===== config.mk =====
export PLATFORM = sky130hd
export DESIGN_NAME = pc_sequencer
export DESIGN_NICKNAME = d
export VERILOG_FILES = /design/src/rtl/pc_sequencer.sv
export SDC_FILE = /design/constraint.sdc
export NUM_CORES = 1
export LEC_CHECK = 0
export ABC_AREA = 1
export BUFFER_PORTS_ARGS = -buffer_cell sky130_fd_sc_hd__buf_2
export CORE_MARGIN = 3
export CORE_UTILIZATION = 50
export DETAILED_ROUTE_END_ITERATION = 6
export GPL_ROUTABILITY_DRIVEN = 0
export PLACE_DENSITY = 0.71
export SLEW_MARGIN = 20
export SYNTH_ARGS = -nofsm -noshare
export SYNTH_HDL_FRONTEND = slang
export SYNTH_SLANG_ARGS = --single-unit

===== constraint.sdc =====
create_clock -name clk -period 2.4 [get_ports clk]
set_input_delay 0.6 -clock clk [delete_from_list [all_inputs] [get_ports clk]]
set_output_delay 0.6 -clock clk [all_outputs]
set_load 0.05 [all_outputs]

===== src/rtl/pc_sequencer.sv =====
// Program-counter sequencer for the fetch stage: stall, jump, relative branch,
// and call/return through a small internal return-address stack.
module pc_sequencer #(
  parameter int ADDR_W      = 6,
  parameter int RESET_ADDR  = 0,
  parameter int STACK_DEPTH = 4,
  localparam int DEPTH_W    = $clog2(STACK_DEPTH + 1)
) (
  input  logic              clk,
  input  logic              reset,
  input  logic              stall,
  input  logic              jump,
  input  logic              branch,
  input  logic              call,
  input  logic              ret,
  input  logic [ADDR_W-1:0] target,
  input  logic [ADDR_W-1:0] offset,
  output logic [ADDR_W-1:0] counter,
  output logic [DEPTH_W-1:0] depth,
  output logic              stack_full,
  output logic              stack_empty,
  output logic              stack_err
);

  logic [ADDR_W-1:0]  counter_q, counter_d;
  logic [DEPTH_W-1:0] depth_q, depth_d;
  logic               err_q, err_d;
  logic [ADDR_W-1:0]  stack_q [STACK_DEPTH];
  logic [ADDR_W-1:0]  stack_d [STACK_DEPTH];

  logic [ADDR_W-1:0]  pc_inc;
  logic [ADDR_W-1:0]  stack_top;
  logic               full, empty;

  assign pc_inc = counter_q + ADDR_W'(1);
  assign full   = (depth_q == DEPTH_W'(STACK_DEPTH));
  assign empty  = (depth_q == '0);

  // Entry depth-1 is the top; compare-select keeps indices in range for any depth.
  always_comb begin
    stack_top = '0;
    for (int i = 0; i < STACK_DEPTH; i++) begin
      if (DEPTH_W'(i + 1) == depth_q) stack_top = stack_q[i];
    end
  end

  always_comb begin
    counter_d = counter_q;
    depth_d   = depth_q;
    err_d     = err_q;
    stack_d   = stack_q;
    if (stall) begin
      counter_d = counter_q;
    end else if (ret) begin
      if (!empty) begin
        counter_d = stack_top;
        depth_d   = depth_q - DEPTH_W'(1);
      end else begin
        counter_d = pc_inc;
        err_d     = 1'b1;
      end
    end else if (call) begin
      if (!full) begin
        for (int i = 0; i < STACK_DEPTH; i++) begin
          if (DEPTH_W'(i) == depth_q) stack_d[i] = pc_inc;
        end
        counter_d = target;
        depth_d   = depth_q + DEPTH_W'(1);
      end else begin
        counter_d = pc_inc;
        err_d     = 1'b1;
      end
    end else if (jump) begin
      counter_d = target;
    end else if (branch) begin
      counter_d = counter_q + offset;
    end else begin
      counter_d = pc_inc;
    end
  end

  always_ff @(posedge clk) begin
    if (reset) begin
      counter_q <= ADDR_W'(RESET_ADDR);
      depth_q   <= '0;
      err_q     <= 1'b0;
    end else begin
      counter_q <= counter_d;
      depth_q   <= depth_d;
      err_q     <= err_d;
    end
  end

  // Stack contents are meaningless once depth is cleared, so they need no reset.
  always_ff @(posedge clk) begin
    stack_q <= stack_d;
  end

  assign counter     = counter_q;
  assign depth       = depth_q;
  assign stack_full  = full;
  assign stack_empty = empty;
  assign stack_err   = err_q;

endmodule


---- After elaboration in Yosys (flattened, before gate mapping) ----
Index checks and enable logic that the tools add are counted.
word-level totals
  logic and storage cells ................. 49
  output and inout port bits .............. 12
  register bits after elaboration ......... 34
  input bits .............................. 19
operators by class
  $add $sub $neg .......................... 4
  bitwise logic cells ..................... 3
  reduce and logical (&&, ||, !) cells .... 9
  mux-type cells .......................... 18
  eq/ne operators ......................... 8
operator list
  operator               number
  $mux W6                10
  $reduce_and A5 Y1      4
  $mux W3                4
  $reduce_and A4 Y1      2
  $add A6 B1 Y6 const B  1
  $add A6 B6 Y6          1
  $eq A2 B3 Y1 const A   2
  $mux W1                4
  $ne A2 B2 Y1 const B   2
  $reduce_bool A2 Y1     2
  $add A3 B1 Y3 const B  1
  $eq A1 B3 Y1 const A   1
  $eq A3 B3 Y1 const A   1
  $eq A3 B3 Y1 const B   1
  $logic_not A3 Y1       1
  $not A1 Y1             3
  $sub A3 B1 Y3 const B  1
  $ne A2 B1 Y1 const B   1

---- Depth between registers and ports, before layout ----
  word-level depth ........................ 7
  depth in mapped cells ................... 13
  depth with buffers taken out ............ 13

---- Worst setup path before layout ----
OpenSTA, ideal clock, no wires.
  path kind ............................... register to register
  start point ............................. register depth_q[0], in the netlist depth[0]
  end point ............................... register stack_q[0] (netlist name) (enable)
  required time ........................... 2023 ps
  arrival time ............................ 2088 ps
  clock period less this slack ............ 2465 ps
  cell stages (with the launch flop) ...... 8
  path buffers ............................ 2
  path slack .............................. -65 ps
  setup time .............................. 377 ps
  path through ............................ dfxtp_1 > inv_1 > ha_1 > buf_4 > nand2_4 > clkinv_2 > buf_6 > nor3_1
between the ends
  cells in the longest elaborated chain, start to end .. 3
  elaborated cells between the ends (all ways) .. 4
  those cells by class .................... eq/ne: 2; bitwise: 1; reduce/logical: 1
ends and longest elaborated chain
  what                                line  text
  start: declaration                  26    logic [DEPTH_W-1:0] depth_q, depth_d;
  start signal: assignment            89    depth_q <= depth_d;
  $eq A3 B3 Y1                        36    assign full = (depth_q == DEPTH_W'(STACK_DEPTH));
  via stack_full                      20    output logic stack_full,
  $not A1 Y1 (no source line)         n/a
  $reduce_and A5 Y1 (no source line)  n/a
  end signal: assignment              96    stack_q <= stack_d;
  end: declaration                    28    logic [ADDR_W-1:0] stack_q [STACK_DEPTH];
The timed path passes the listed nets, and every way through them passes these cells.
A chain may end at the register's enable or synchronous reset.

---- Final worst setup path ----
  start point ............................. register depth_q[0], in the netlist depth[0]
  end point ............................... output stack_full
between the ends
  cells in the longest elaborated chain, start to end .. 1
ends and longest elaborated chain
  what              line
  $eq A3 B3 Y1      36
  end: declaration  20
No other way between the ends.

==> key figures <==
Outcome
  – Status: finished clean

Logic synthesis
  – Synth Register Bits: 34
  – Register area share after synthesis: 43.2%
  – Synth cell types: 32
  – Predominant post-synthesis flop cell: edfxtp_1
  – Async SR Flop Fraction: 0%
  – Top cells by count, synth: nand2_1 (58), inv_1 (36), a21oi_1 (25), nand3_1 (25), edfxtp_1 (24)
  – Mapped Cells: 269
  – Post-synth top area cell: edfxtp_1
  – EDFF count, synth: 24
  – Share of Yosys cell area claimed by the top area cell type: 33.8%
  – Post-Syn Nets: 301
  – Mean Syn Cell Area: 7.93 um^2
  – YS warnings: 0
  – Most common cell in the synthesized netlist: nand2_1
  – Post-Syn Area: 0.00213 mm^2
  – Synth area leaders: edfxtp_1 (34%), nand2_1 (10%), dfxtp_1 (9.4%), ha_1 (7.0%), inv_1 (6.3%)

Finish
  – Synth-to-Final Area Change: 15.7%
  – Antenna Cells: 0
  – Layout cell share with drive strength beyond 1: 18.0%
  – # nets final: 337

Critical path
  – CP Data Required Time: 1800 ps
  – WP data arrival: 1680 ps
  – Crit path launch: depth[0]$_SDFFE_PP0P_
  – Setup crit end kind: output port
  – Crit-path cells: inv_1 -> ha_2 -> nand2_4 -> clkinv_2 -> buf_2
  – Largest delay share family, worst path: buffers and inverters
  – CP Class: flip-flop to output port
  – CP peak stage delay: 340 ps
  – Crit path max-delay cell type: dfxtp_1
  – WP depth: 5
  – Buf+Inv Stages, Crit Path: 3
  – Worst r2r src: counter[0]$_SDFFE_PP0N_
  – Crit-path max FO: 12
  – Worst R2R Path Depth: 13
  – Worst Setup Start Kind: flip-flop

Pwr
  – Maximum vdd drop: 371 uV
  – Static Leakage: 1.12 nW
  – Pwr dens: 673 mW/mm^2

Worst hold path
  – Hold path depth: 2
  – Worst Hold Class: flip-flop to flip-flop
  – Hold_sp: stack_err$_SDFFE_PP0P_

Clock network
  – CTS root buf: clkbuf_8
  – Clock transition at the registers of the reported paths: 70 ps
  – Worst-skew pair later-pin latency: 290 ps
  – Num CTS Buffers: 5
  – Bufs on Longest Clock Path: 2
  – CTS H-tree lvls: 2
  – Sink Count: 34
  – CTS tree: yes

Routing
  – WL final: 4.99 mm
  – ANT nets after route: 0
  – Avg WL per Cell: 14.0 um
  – Vias per cell: 5.27
  – DR iter-0 viols: 159
  – Routed vias: 1875
  – TritonRoute pass-1 iters: 4
  – DR DRC count: 0

Timing
  – Hold Slack: 462 ps
  – Post-layout min period: 2280 ps
  – Max Clock Skew: 3.27 ps
  – Actual slew at the worst max-slew pin: 490 ps
  – Max frequency: 439 MHz
  – RSZ-0062 raised after global routing: false
  – Setup violators final: 0
  – Slew Limit Fails: 0
  – Crit share post-route: 94.9%
  – Final setup TNS: 0 ps
  – Final Hold Violating Endpoints: 0
  – Slew HR: 67.2%

GRT
  – Initial antenna violation count: 0
  – Vias in the first global route: 1823
  – First-pass GRT wire length: 8.49 mm
  – GRT Total Usage: 21.4%
  – Largest net degree at the start of global routing: 14
  – Gr ovfl total: 0

Floorplanning
  – Cell Rows: 23
  – Starting density of the core: 52.6%
  – IO Pins: 31
  – Die ar.: 0.00509 mm^2
  – Core Footprint: 0.00406 mm^2
  – Die extent in y: 71.3 um
  – Width of the chip: 71.3 um

Job
  – Max-Cap Viols: 0

Placed design
  – Port Buffer Count: 30
  – Hpwl dp: 3.82 mm
state kept, by name (all words and copies together), names as in the netlist:
register and count:
stack_q 24, counter 6, stack_err 1, depth 3
tightest hold or removal path, cell delays in order, from the launching register on:
cell	delay (ps)
dfxtp_1	320
a21oi_1	40
nor2_1	70
layout by cell type, fill, tap and decap left out, drive strengths merged, types with 4 or more instances in the layout:
cell / instances
dfxtp: 10
clkbuf: 5
xor2: 4
nor2: 23
inv: 37
nand3: 25
ha: 12
nand2: 60
edfxtp: 24
a21oi: 26
buf: 35
o21ai: 25
what timing repair did:
item | in CTS | in global routing
gates resized for setup | 0 | 1
endpoints found under the setup margin | 0 | 2
hold buffers | 0 | 0
buffers inserted | 0 | 0
routing by layer:
metal / GRT usage [%] / share of wire (%)
met4: 10.6 / 2.8
met2: 34.6 / 48
met3: 4.35 / 5.7
met1: 27.3 / 44
met5: 0 / 0
logic make-up (layout without fill, tap and decap cells):
logic type,count (synthesis),in the layout,share of synthesized area [%]
DFF,34,34,43.2
AOI/OAI and AO/OA,60,60,15.3
buffers and inverters,44,81,8.45
adders and majority gates,13,13,7.98
and+or+nand+nor,113,113,23.1
xor gates and xnor gates,5,5,2.05
power breakdown:
part | switching [mW] | internal, mW | total (mW)
clock network | 0.223 | 0.309 | 0.532
logic | 0.302 | 0.138 | 0.439
registers | 0.0302 | 0.659 | 0.689
total | 0.555 | 1.11 | 1.66
path summary, 6_finish.rpt:
| path | endpoint | slack [ps] |
|---|---|---|
| setup reg to reg | counter[4]$_SDFFE_PP0N_ | 430 |
| hold reg to reg | stack_err$_SDFFE_PP0P_ | 460 |
| hold / removal | stack_err$_SDFFE_PP0P_ | 460 |
| setup / recovery | stack_full | 120 |
area by class of cell:
type,instances,area [um^2]
fill,372,1590
inverter,38,144
clock inverter,3,45.0
tap,50,62.6
sequential,34,921
multi-input combinational,191,1040
clock buffer,5,68.8
timing repair buffer,35,188
metrics by stage:
step | cells | total power, mW | util [%] | setup WS [ps] | cell area [um^2]
6_report | 356 | 1.66 | 60.8 | 123 | 2470
5_1_grt | 356 | 1.75 | 60.8 | 5.75 | 2470
4_1_cts | 356 | 1.67 | 60.8 | 30.0 | 2470
3_5_place_dp | 348 | 1.14 | 58.0 | 362 | 2350
3_3_place_gp | 348 | 1.13 | 58.0 | 401 | 2350
2_1_floorplan | 269 | 1.03 | - | 135 | 2140
No activity file was read; power rests on OpenSTA's default activity.
